$ cat src/rtl/pipe_shifter_if.sv
// rtl/pipe_shifter_if.sv - operand/result handshake bundle for pipe_shifter
interface pipe_shifter_if #(
    parameter int WIDTH = 32
);
    localparam int AW = $clog2(WIDTH);

    logic             in_valid;
    logic             in_ready;
    logic [1:0]       in_op;
    logic [AW-1:0]    in_amount;
    logic [WIDTH-1:0] in_data;
    logic             out_valid;
    logic             out_ready;
    logic [WIDTH-1:0] out_data;

    modport master (
        output in_valid, in_op, in_amount, in_data, out_ready,
        input  in_ready, out_valid, out_data
    );

    modport slave (
        input  in_valid, in_op, in_amount, in_data, out_ready,
        output in_ready, out_valid, out_data
    );
endinterface

$ cat src/rtl/pipe_shifter.sv
// rtl/pipe_shifter.sv - STAGES-deep pipelined barrel shifter (SLL/SRL/SRA, ROTR with PIPE_SHIFTER_ROTATE_EN)
module pipe_shifter #(
    parameter int WIDTH  = 32,
    parameter int STAGES = 2
) (
    input  logic          clk,
    input  logic          reset,
    pipe_shifter_if.slave bus
);
    localparam int LOG = $clog2(WIDTH);

    logic [STAGES-1:0] vld_q, vld_d;
    logic [WIDTH-1:0]  data_q [STAGES];
    logic [WIDTH-1:0]  data_d [STAGES];
    logic [1:0]        op_q   [STAGES];
    logic [1:0]        op_d   [STAGES];
    logic [LOG-1:0]    amt_q  [STAGES];
    logic [LOG-1:0]    amt_d  [STAGES];
    logic [STAGES-1:0] sign_q, sign_d;

    logic [STAGES-1:0] src_v;
    logic [STAGES-1:0] src_sign;
    logic [WIDTH-1:0]  src_data [STAGES];
    logic [1:0]        src_op   [STAGES];
    logic [LOG-1:0]    src_amt  [STAGES];

    logic advance;

    // Stage s applies amount bit b when floor(b*STAGES/LOG) == s, as fixed shifts of 2^b.
    function automatic logic [WIDTH-1:0] shift_stage(
        input int             s,
        input logic [1:0]     op,
        input logic [LOG-1:0] amt,
        input logic           sign,
        input logic [WIDTH-1:0] d
    );
        logic [WIDTH-1:0] r;
        r = d;
        for (int b = 0; b < LOG; b++) begin
            if (((b * STAGES) / LOG) == s && amt[b]) begin
                case (op)
                    2'b00:   r = r << (1 << b);
                    2'b01:   r = r >> (1 << b);
                    2'b10:   r = (r >> (1 << b)) | ({WIDTH{sign}} & ~({WIDTH{1'b1}} >> (1 << b)));
`ifdef PIPE_SHIFTER_ROTATE_EN
                    default: r = (r >> (1 << b)) | (r << (WIDTH - (1 << b)));
`else
                    default: r = r;
`endif
                endcase
            end
        end
        return r;
    endfunction

    assign advance      = !vld_q[STAGES-1] || bus.out_ready;
    assign bus.in_ready = advance;
    assign bus.out_valid = vld_q[STAGES-1];
    assign bus.out_data  = data_q[STAGES-1];

    for (genvar s = 0; s < STAGES; s++) begin : g_src
        if (s == 0) begin : g_head
            assign src_v[s]    = bus.in_valid;
            assign src_op[s]   = bus.in_op;
            assign src_amt[s]  = bus.in_amount;
            assign src_sign[s] = bus.in_data[WIDTH-1];
            assign src_data[s] = bus.in_data;
        end else begin : g_tail
            assign src_v[s]    = vld_q[s-1];
            assign src_op[s]   = op_q[s-1];
            assign src_amt[s]  = amt_q[s-1];
            assign src_sign[s] = sign_q[s-1];
            assign src_data[s] = data_q[s-1];
        end
    end

    // Data and sideband only load for a real operation so a bubble leaves out_data untouched.
    always_comb begin
        vld_d  = vld_q;
        sign_d = sign_q;
        for (int s = 0; s < STAGES; s++) begin
            data_d[s] = data_q[s];
            op_d[s]   = op_q[s];
            amt_d[s]  = amt_q[s];
            if (advance) begin
                vld_d[s] = src_v[s];
                if (src_v[s]) begin
                    data_d[s] = shift_stage(s, src_op[s], src_amt[s], src_sign[s], src_data[s]);
                    op_d[s]   = src_op[s];
                    amt_d[s]  = src_amt[s];
                    sign_d[s] = src_sign[s];
                end
            end
        end
    end

    always_ff @(posedge clk) begin
        if (reset) begin
            vld_q  <= '0;
            sign_q <= '0;
            for (int s = 0; s < STAGES; s++) begin
                data_q[s] <= '0;
                op_q[s]   <= '0;
                amt_q[s]  <= '0;
            end
        end else begin
            vld_q  <= vld_d;
            sign_q <= sign_d;
            for (int s = 0; s < STAGES; s++) begin
                data_q[s] <= data_d[s];
                op_q[s]   <= op_d[s];
                amt_q[s]  <= amt_d[s];
            end
        end
    end
endmodule

$ cat src/flat_wrapper.sv
// flat-port wrapper written by rule: the top's interface ports become plain ports
module pipe_shifter_flat 
#(
    parameter int WIDTH  = 32,
    parameter int STAGES = 2
)
  (clk, reset, bus_in_valid, bus_in_op, bus_in_amount, bus_in_data, bus_out_ready, bus_in_ready, bus_out_valid, bus_out_data);
  pipe_shifter_if #(.WIDTH(WIDTH)) bus_i ();
  input  logic clk;
  input  logic reset;
  input wire logic [$bits(bus_i.in_valid)-1:0] bus_in_valid;
  input wire logic [$bits(bus_i.in_op)-1:0] bus_in_op;
  input wire logic [$bits(bus_i.in_amount)-1:0] bus_in_amount;
  input wire logic [$bits(bus_i.in_data)-1:0] bus_in_data;
  input wire logic [$bits(bus_i.out_ready)-1:0] bus_out_ready;
  output wire logic [$bits(bus_i.in_ready)-1:0] bus_in_ready;
  output wire logic [$bits(bus_i.out_valid)-1:0] bus_out_valid;
  output wire logic [$bits(bus_i.out_data)-1:0] bus_out_data;
  assign bus_i.in_valid = bus_in_valid;
  assign bus_i.in_op = bus_in_op;
  assign bus_i.in_amount = bus_in_amount;
  assign bus_i.in_data = bus_in_data;
  assign bus_i.out_ready = bus_out_ready;
  assign bus_in_ready = bus_i.in_ready;
  assign bus_out_valid = bus_i.out_valid;
  assign bus_out_data = bus_i.out_data;
  pipe_shifter #(.WIDTH(WIDTH), .STAGES(STAGES)) u_core (.clk(clk), .reset(reset), .bus(bus_i));
endmodule
$ cat config.mk
export PLATFORM = sky130hd
export DESIGN_NAME = pipe_shifter_flat
export DESIGN_NICKNAME = d
export VERILOG_FILES = /design/src/rtl/pipe_shifter_if.sv /design/src/rtl/pipe_shifter.sv /design/src/flat_wrapper.sv
export SDC_FILE = /design/constraint.sdc
export NUM_CORES = 1
export LEC_CHECK = 0
export ABC_AREA = 1
export CAP_MARGIN = 20
export CORE_UTILIZATION = 30
export DETAILED_ROUTE_END_ITERATION = 10
export SYNTH_ARGS = -nofsm -noshare
export SYNTH_HDL_FRONTEND = slang
export SYNTH_SLANG_ARGS = --single-unit
$ cat constraint.sdc
create_clock -name clk -period 2 [get_ports clk]
set_input_delay 0.4 -clock clk [delete_from_list [all_inputs] [get_ports clk]]
set_output_delay 0.4 -clock clk [all_outputs]
set_load 0.02 [all_outputs]
; Word level (Yosys, flattened, before mapping)
; Memories as Yosys holds them, arrays and structs flattened.
; Index checks and enable logic that the tools add are counted.
[op_classes]
n_eq_ne = 6
mux = 37
bitwise_logic = 11
reduce_logical = 6
[op_table]
columns = cell, n
row1 = 2-to-1 mux 32 bit, 17
row2 = case mux 32 bit (3 select lines), 5
row3 = OR 16 x 32 -> 32 bit, 1
row4 = OR 24 x 32 -> 32 bit, 1
row5 = OR 28 x 32 -> 32 bit, 1
row6 = OR 30 x 32 -> 32 bit, 1
row7 = OR 31 x 32 -> 32 bit, 1
row8 = 2-to-1 mux 5 bit, 6
row9 = 2-to-1 mux 2 bit, 6
row10 = OR 1 bit, 6
row11 = == test 2 x 1 -> 1 bit (second input constant), 2
row12 = == test 2 bit (second input constant), 2
row13 = logical NOT 2 bit, 2
row14 = 2-to-1 mux 1 bit, 3
row15 = AND reduction 3 bit, 1
row16 = != test 2 bit (second input constant), 1
row17 = AND reduction 2 bit, 1
row18 = logical NOT 1 bit, 1
row19 = logical OR 1 bit, 1
row20 = != test 1 bit (second input constant), 1
[totals]
ff_bits = 3
ram_bits = 78
input_bits = 43
output_inout_bits = 34
word_cells = 65
n_memories = 3
[mem_list]
columns = memory, words, width, read_ports, rd_clocked_by_memory_dff, wr, line
row1 = u_core.data_q, 2, 32, 2, 0, 2, pipe_shifter.sv:13  ; logic [WIDTH-1:0] data_q [STAGES];
row2 = u_core.amt_q, 2, 5, 1, 0, 2, pipe_shifter.sv:17  ; logic [LOG-1:0] amt_q [STAGES];
row3 = u_core.op_q, 2, 2, 1, 0, 2, pipe_shifter.sv:15  ; logic [1:0] op_q [STAGES];

; Depth between registers and ports, before layout
; Gate-level depths: netlist (run 1).
[depth]
ltp_word = 16
depth_mapped = 14
mapped_depth_nobuf = 13

; Least setup slack after synthesis (run 1)
; No wires, ideal clock.
[synth_path]
kind = reg2reg
start = reg u_core.vld_q[1]
end = mem u_core.data_q[0][12]
arrival_ps = 1582
t_required_ps = 1941
path_slack_ps = 360
path_stages_with_launch = 10
path_buffers = 1
synth_period_minus_slack_ps = 1640
cell_sequence = dfxtp_1 > inv_1 > nor2_1 > inv_2 > nand2_1 > inv_2 > nor2_2 > clkbuf_1 > nand2_1 > nand2_1
[synth_lines]
columns = item, line
row1 = from (decl), pipe_shifter.sv:12  ; logic [STAGES-1:0] vld_q, vld_d;
row2 = from (signal assigned), pipe_shifter.sv:107  ; vld_q <= vld_d;
row3 = to (decl), pipe_shifter.sv:13

==> results of run 1 <==
## final cells by class
cell class | count | share of cell area, %
multi-input combinational | 787 | 47.8
clock buffer | 11 | 3.10
sequential | 71 | 19.5
inverter | 94 | 4.70
tap | 265 | 4.41
clock inverter | 5 | 0.466
timing repair buffer | 155 | 20.1
## power by group through the flow
| stage | Clock, W | Sequential (W) | Combinational [W] |
|---|---|---|---|
| 2_1_floorplan | 0 | 0.00165 | 0.00113 |
| 6_report | 0.00144 | 0.00166 | 0.00170 |
| 3_5_place_dp | 0 | 0.00169 | 0.00167 |
| 5_1_grt | 0.00153 | 0.00168 | 0.00189 |
| 3_3_place_gp | 0 | 0.00169 | 0.00167 |
| 4_1_cts | 0.00147 | 0.00166 | 0.00169 |
## cell families (layout without fill, tap and decap cells)
group / Yosys count / in the layout / synth area share, %
and+or+nand+nor: 577 / 577 / 40.8
AOI/OAI and AO/OA: 210 / 210 / 19.0
DFF: 71 / 71 / 24.5
buffers and inverters: 189 / 265 / 15.7
## path summary, 6_finish.rpt
check | startpoint | end | slack [ns]
max | bus_in_amount[0] | u_core.data_q[0][27] | 0.20
min | u_core.sign_q[0] | u_core.sign_q[0] | 0.47
max reg2reg | u_core.op_q[0][1] | u_core.data_q[0][57] | 0.33
min reg2reg | u_core.sign_q[0] | u_core.sign_q[0] | 0.47
## through the flow
step / utilization, % / instance area [um^2] / std cells
floorplan: - / 5960 / 1047
global placement: 37.1 / 7220 / 1372
detailed placement: 37.1 / 7220 / 1372
CTS: 38.5 / 7500 / 1388
global route: 38.6 / 7510 / 1388
finish: 38.6 / 7510 / 1388
## cells in the final DEF, fill, tap and decap left out, types with 7 or more instances in the layout
cell type and instances:
inv_1 86, clkdlybuf4s50_1 73, nor2_1 39, nand2_1 369, buf_12 11, o21ai_0 96, dfxtp_1 67, clkbuf_16 9
o22ai_1 22, a31oi_1 24, buf_4 65, or2_2 7, inv_2 8, o21ai_1 14, nand3_1 138, a21oi_1 46
## per-layer routing
metal  GRT usage (%)  part of all wire, %  vias up
li1                -                    -     3539
met4            7.87                  2.8        0
met5               0                    0        -
met1            28.7                   49     3070
met3            2.28                  5.0       34
met2            31.5                   43      232
## state kept, by name, indices dropped and copies added (netlist names)
register	flops
u_core.data_q	64
u_core.vld_q	2
u_core.sign_q	1
u_core.op_q	2
u_core.amt_q	2
## worst max-delay path, cell delays in order
cell and delay [ns]:
clkdlybuf4s50_1 0.48, inv_1 0.08, nor2_1 0.04, o21ai_0 0.41, nand2_1 0.16, nand3_1 0.13, nand2_1 0.08, o21ai_1 0.18
nand2_1 0.06
## what timing repair did
action | CTS | global route
pin swaps | 1 | 1
hold buffers | 0 | 0
gates resized for setup | 5 | 4
setup endpoints to repair | 5 | 31
==> impl_summary.txt, run 1 <==
----------------------------------------------------
[Clocking]
  Clk buf depth ... 2
  Sinks on Clock Net ... just over 70
  Clk_lat worst skew ... between 0.3 and 0.4 ns
  H-tree levels ... 3
  Buffer count from post-CTS setup fixing ... 0
  Clock transition at the register clock pins on the worst setup and hold paths after CTS ... 0.06 ns
  Clock buffer count from CTS ... 9
  Root buffer selected by CTS ... clkbuf_16
  CTS tree ... built

[STA]
  Final-report max-slew violation count ... 0
  Count of final hold-check violations ... 0
  Maximum frequency from static timing analysis ... between 500 and 600 MHz
  Time the worst path needs with I/O delays and setup ... approximately 1.8 ns
  Worst Tran Pin Value ... a little under 0.5 ns
  Setup TNS Final ... 0 ns
  Setup clock skew after layout ... slightly below 0.009 ns
  Unrepaired setup endpoints after global routing ... false
  Slew Limit Headroom ... around two thirds
  Worst Setup Slack, final ... 0.197 ns
  Post-route worst hold slack ... around 0.47 ns
  Share of the cycle needed by the critical path after routing ... between 90 and 100%
  Final count of negative-setup-slack endpoints ... 0

[Route]
  Iteration-0 DRC Markers ... about 650
  Number of iterations in the first detailed-routing pass ... 5
  Mean number of vias per cell ... 4.95
  Routed wirelength normalized by instance count ... roughly 14 um
  Overall via count from detail_route ... a little under 7,000
  Post-detailed-routing wire length ... 19,900 um
  Residual DRC ... 0
  Number of routed nets with antenna violations ... 0

[Synth]
  Post-Syn Instances ... between 1,000 and 1,500
  Area share of the leading cell type in the synthesized netlist ... approximately 23%
  Area leader, netlist ... nand2_1
  Most common cell in the synthesized netlist ... nand2_1
  List of most frequent post-synthesis cells ... nand2_1 (369), nand3_1 (139), o21ai_0 (96)
  Cell area after synthesis ... 5960 um^2
  Synthesized Nets ... 1,090
  Post-synthesis sequential element count ... 71
  Synth warnings ... 0
  Top area cells in the synthesized netlist ... nand2_1 (23%), dfxtp_1 (22%), nand3_1 (12%), o21ai_0 (8.1%), inv_1 (5.4%)
  Number of enable flip-flop cells after synthesis ... 4
  Part of the Yosys area used for sequential elements ... roughly a quarter
  Proportion of register bits with asynchronous set or reset after synthesis ... 0%
  Predominant post-synthesis flop cell ... dfxtp_1
  Mean instance size in the synthesized netlist ... roughly 5.7 um^2
  Unique masters post-synth ... 31

[Final layout]
  Area growth from synthesis to layout ... 25.9%
  Total area of sequential cells ... approximately 1500 um^2
  Diode insertion count for antenna repair ... 0
  Area occupied by multi-input gates ... ~3600 um^2
  Fraction of layout instances using a drive strength above 1 ... between 10% and 20%
  # fillers ... about 2,100
  Count of nets after finishing ... roughly 1,200

[Pwr]
  Switching power of the nets ... between 0.0015 and 0.002 W
  Leakage component of the power ... 3.59 nW
  Part of the power in registers ... 34.7%
  Cell-internal power ... between 0.003 and 0.004 W
  Overall power of the completed layout ... about 0.0048 W
  Clock power frac ... ~30%
  Share of total power consumed by net switching ... 35.9%
  Peak supply drop ... 416 uV
  Proportion of power drawn by combinational gates ... roughly a third
  Power per standard cell area ... between 600 and 700 nW/um^2

[Worst hold path]
  Cell depth of the worst min-delay path ... 2
  Class of the tightest hold or removal check ... flip-flop to flip-flop

[GRT]
  GRT Overall Usage ... 20.3%
  Pin count of the biggest net entering global routing ... between 40 and 50
  First-pass GRT wire length ... ~33,000 um
  Total grt overflow ... 0
  Vias in the first global route ... ~6,400
  Number of antenna violations at the first check in global routing ... 0

[Worst setup path]
  Critical Path Sink Type ... flip-flop
  Arr. time, crit path ... 2.03 ns
  Worst r2r path cells ... 8
  Maximum fanout encountered on the critical timing path ... 4
  Worst path required time ... roughly 2.2 ns
  Critical path class ... input pin to flip-flop
  Nature of the critical path startpoint ... input pin

[Die]
  Horizontal die dimension ... ~140 um
  I/O pins ... 77
  Chip Height ... around 140 um
  Initial standard-cell utilization of the core ... 30.6%
  Die outline area ... approximately 20,000 um^2
  Core Box Area ... about 19,000 um^2
  Standard-cell row count ... between 50 and 60

[Job]
  Max cap viols ... 0

[Placed design]
  Pre-CTS setup slack ... -0.406 ns
  Gp weighted congestion ... between 0.9 and 1
  HPWL Detailed ... around 16,000 um
  IO buf count ... between 70 and 80

[Status]
  Result of the run ... complete, no violations

----------------------------------------------------
No activity file was read; power rests on OpenSTA's default activity.
==> run 2, diff against run 1 <==
- REMOVE_ABC_BUFFERS: not set -> 1
==> run 2 against run 1 <==
Final cell count grew 1.3%. Largest power group unchanged. Critical endpoint is now u_core.data_q[0][22]. Combinational power grew 7%. Core utilization is 2.5 points higher. Flip-flop and latch count did not move. Critical path type unchanged. Total power rose by 6.3%. Routed wire length grew 2.0%. Count of clock-buffer cells in the layout fell by 2. Critical path depth increased by 3. Highest routed layer unchanged. Setup slack worse by 0.054 ns.
==> impl_summary.txt, run 2 (same netlist as run 1, synthesis figures left out) <==
----------------------------------------------------
[Pwr]
  Overall power of the completed layout ... 0.00510 W (+6.3%)
  Peak supply drop ... 420 uV (+1.1%)
  Power per standard cell area ... 637 nW/um^2 (-0.21%)
  Leakage component of the power ... 3.79 nW (+5.7%)

[Final layout]
  Layout Utilization ... 41.1% (+2.5 points)
  Top library cells by usage in the layout, fill and taps aside ... nand2_1 (358), nand3_1 (128), o21ai_0 (96), inv_1 (85), clkdlybuf4s50_1 (73)
  Count of nets after finishing ... 1,179 (+1.6%)
  Most common cell after layout, fill and taps aside ... nand2_1
  # fillers ... 2,156 (+2.2%)
  Area growth from synthesis to layout ... 34.1%
  Max reg flops ... 64 (unchanged)
  Diode insertion count for antenna repair ... 0 (unchanged)
  Largest reg by FF count ... u_core.data_q
  Fraction of layout instances using a drive strength above 1 ... 15.6% (+4.2 points)

[Die]
  Chip Height ... 143 um (unchanged)
  Initial standard-cell utilization of the core ... 30.6% (unchanged)
  Standard-cell row count ... 51 (unchanged)
  Core Box Area ... 19,500 um^2 (unchanged)
  Horizontal die dimension ... 143 um (unchanged)
  I/O pins ... 77 (unchanged)
  Die outline area ... 20,400 um^2 (unchanged)

[STA]
  Final count of negative-setup-slack endpoints ... 0 (unchanged)
  Worst Tran Pin Value ... 0.469 ns (-0.0148 ns)
  Maximum frequency from static timing analysis ... 538 MHz (-2.9%)
  Slew Limit Headroom ... 68.7% (+1.3 points)
  Worst Setup Slack, final ... 0.143 ns (-0.0543 ns)
  Unrepaired setup endpoints after global routing ... false
  Final-report max-slew violation count ... 0 (unchanged)
  Share of the cycle needed by the critical path after routing ... 92.9% (+2.7 points)
  Setup clock skew after layout ... 0.00739 ns (-0.00132 ns)
  Count of final hold-check violations ... 0 (unchanged)
  Time the worst path needs with I/O delays and setup ... 1.86 ns (+0.0543 ns)

[Status]
  Result of the run ... complete, no violations

[Worst setup path]
  Cell family with the largest share of critical-path delay ... buffers and inverters
  Buffers plus inverters on the worst setup path ... 4 (+2)
  Critical Path Sink Type ... flip-flop
  Maximum fanout encountered on the critical timing path ... 8 (+4)
  Nature of the critical path startpoint ... input pin
  Worst path required time ... 2.23 ns (about the same)
  Critical path cell sequence ... clkdlybuf4s50_1 -> nand2_4 -> buf_12 -> inv_4 -> buf_12 -> nand3_1 -> nand2_1 -> nand2_1 -> nand3_1 -> nand2_1 -> a21oi_1 -> nor2_1
  Stage delay of the slowest cell on the critical path ... 0.57 ns (+0.09 ns)
  Cell with the largest stage delay on the worst path ... clkdlybuf4s50_1
  Most frequent CP cell ... nand2_1
  Critical path class ... input pin to flip-flop
  Arr. time, crit path ... 2.09 ns (+0.06 ns)

[Route]
  Number of routed nets with antenna violations ... 0 (unchanged)
  Mean number of vias per cell ... 4.93 (-0.45%)
  Routed wirelength normalized by instance count ... 14.4 um (+0.65%)
  Iteration-0 DRC Markers ... 590 (-9.8%)
  Overall via count from detail_route ... 6,933 (+0.84%)
  Post-detailed-routing wire length ... 20,200 um (+2.0%)
  Number of iterations in the first detailed-routing pass ... 4 (-1)
  Residual DRC ... 0 (unchanged)

[GRT]
  First-pass GRT wire length ... 31,600 um (-4.1%)
  Pin count of the biggest net entering global routing ... 65 (+55%)
  Number of antenna violations at the first check in global routing ... 0 (unchanged)
  Vias in the first global route ... 6,131 (-4.7%)
  Total grt overflow ... 0 (unchanged)
  GRT Overall Usage ... 19.5% (-0.88 points)

[Placed design]
  Pre-CTS setup slack ... -0.496 ns (-0.0897 ns)
  IO buf count ... 76 (unchanged)
  Gp weighted congestion ... 0.898 (-0.44%)
  HPWL Detailed ... 15,000 um (-4.3%)

[Worst hold path]
  Class of the tightest hold or removal check ... flip-flop to flip-flop

[Job]
  Max cap viols ... 0 (unchanged)

[Clocking]
  Clock transition at the register clock pins on the worst setup and hold paths after CTS ... 0.06 ns (about the same)
  Clk buf depth ... 2 (unchanged)
  Clk_lat worst skew ... 0.34 ns (about the same)
  Sinks on Clock Net ... 71 (unchanged)
  H-tree levels ... 3 (unchanged)
  Clock buffer count from CTS ... 9 (unchanged)
  CTS tree ... built
  Hold buffers post-CTS ... 0 (unchanged)
  Root buffer selected by CTS ... clkbuf_16

----------------------------------------------------
## run 2: cell types whose count changed in the layout (fill, tap and decap cells not counted), moves of 3 or more
cell,before,now
buf_4,65,68
a21oi_1,46,40
nand3_1,138,128
inv_6,0,3
nand2_1,369,358
nand3_2,4,14
buf_12,11,16
clkbuf_16,9,15
nand2_2,5,13
a21oi_2,0,6
## run 2: report_power, final
group          internal [W]  switching, W
clock network      0.000978      0.000638
logic              0.000769       0.00105
registers           0.00156      0.000104
## run 2: area by class of cell
cell class | count | area [um^2] | area share [%]
clock buffers | 9 | 225 | 2.82
clock inverters | 7 | 77.6 | 0.970
inverters | 94 | 355 | 4.44
multi-input cells | 788 | 3720 | 46.6
flip-flops and latches | 71 | 1460 | 18.3
well taps | 265 | 332 | 4.14
repair buffers | 172 | 1820 | 22.8
## run 2: worst paths after layout
path	startpoint	to	slack, ns	depth (start not counted)
worst min register to register	u_core.data_q[0][26]	u_core.data_q[0][26]	0.49	2
worst min-delay path	u_core.data_q[0][26]	u_core.data_q[0][26]	0.49	2
worst max-delay path	bus_in_amount[0]	u_core.data_q[0][22]	0.14	12
worst max register to register	u_core.op_q[0][1]	u_core.data_q[0][57]	0.31	8
## run 2: per-layer routing
metal	up-vias	share of wire, %	GRT usage, %	wire (um)
met4	0	1.8	6.40	365
li1	3584	-	-	-
met2	203	46	30.9	9290
met3	27	4.2	1.78	856
met1	3119	48	27.5	9730
met5	-	0	0	0
## run 2: tightest hold or removal path: cells and delay by family (launching register included)
family	cells	cell delay, ns
flops	1	0.33
simple gates	2	0.11
## run 2: per-stage QoR
stage          area (um^2)  TNS (ns)  cells  hold WS [ns]
2_1_floorplan         5380    -55.23    952         0.429
3_3_place_gp          7220    -12.58   1371         0.454
3_5_place_dp          7220    -12.86   1371         0.477
4_1_cts               7600         0   1391         0.487
5_1_grt               8000         0   1406         0.508
6_report              8000         0   1406         0.487
## run 2: what timing repair did
action | 4_1_cts | 5_1_grt
setup buffers | 2 | 8
pin swaps | 3 | 11
gates resized for setup | 4 | 47
cloned | 2 | 7
setup endpoints to repair | 27 | 31
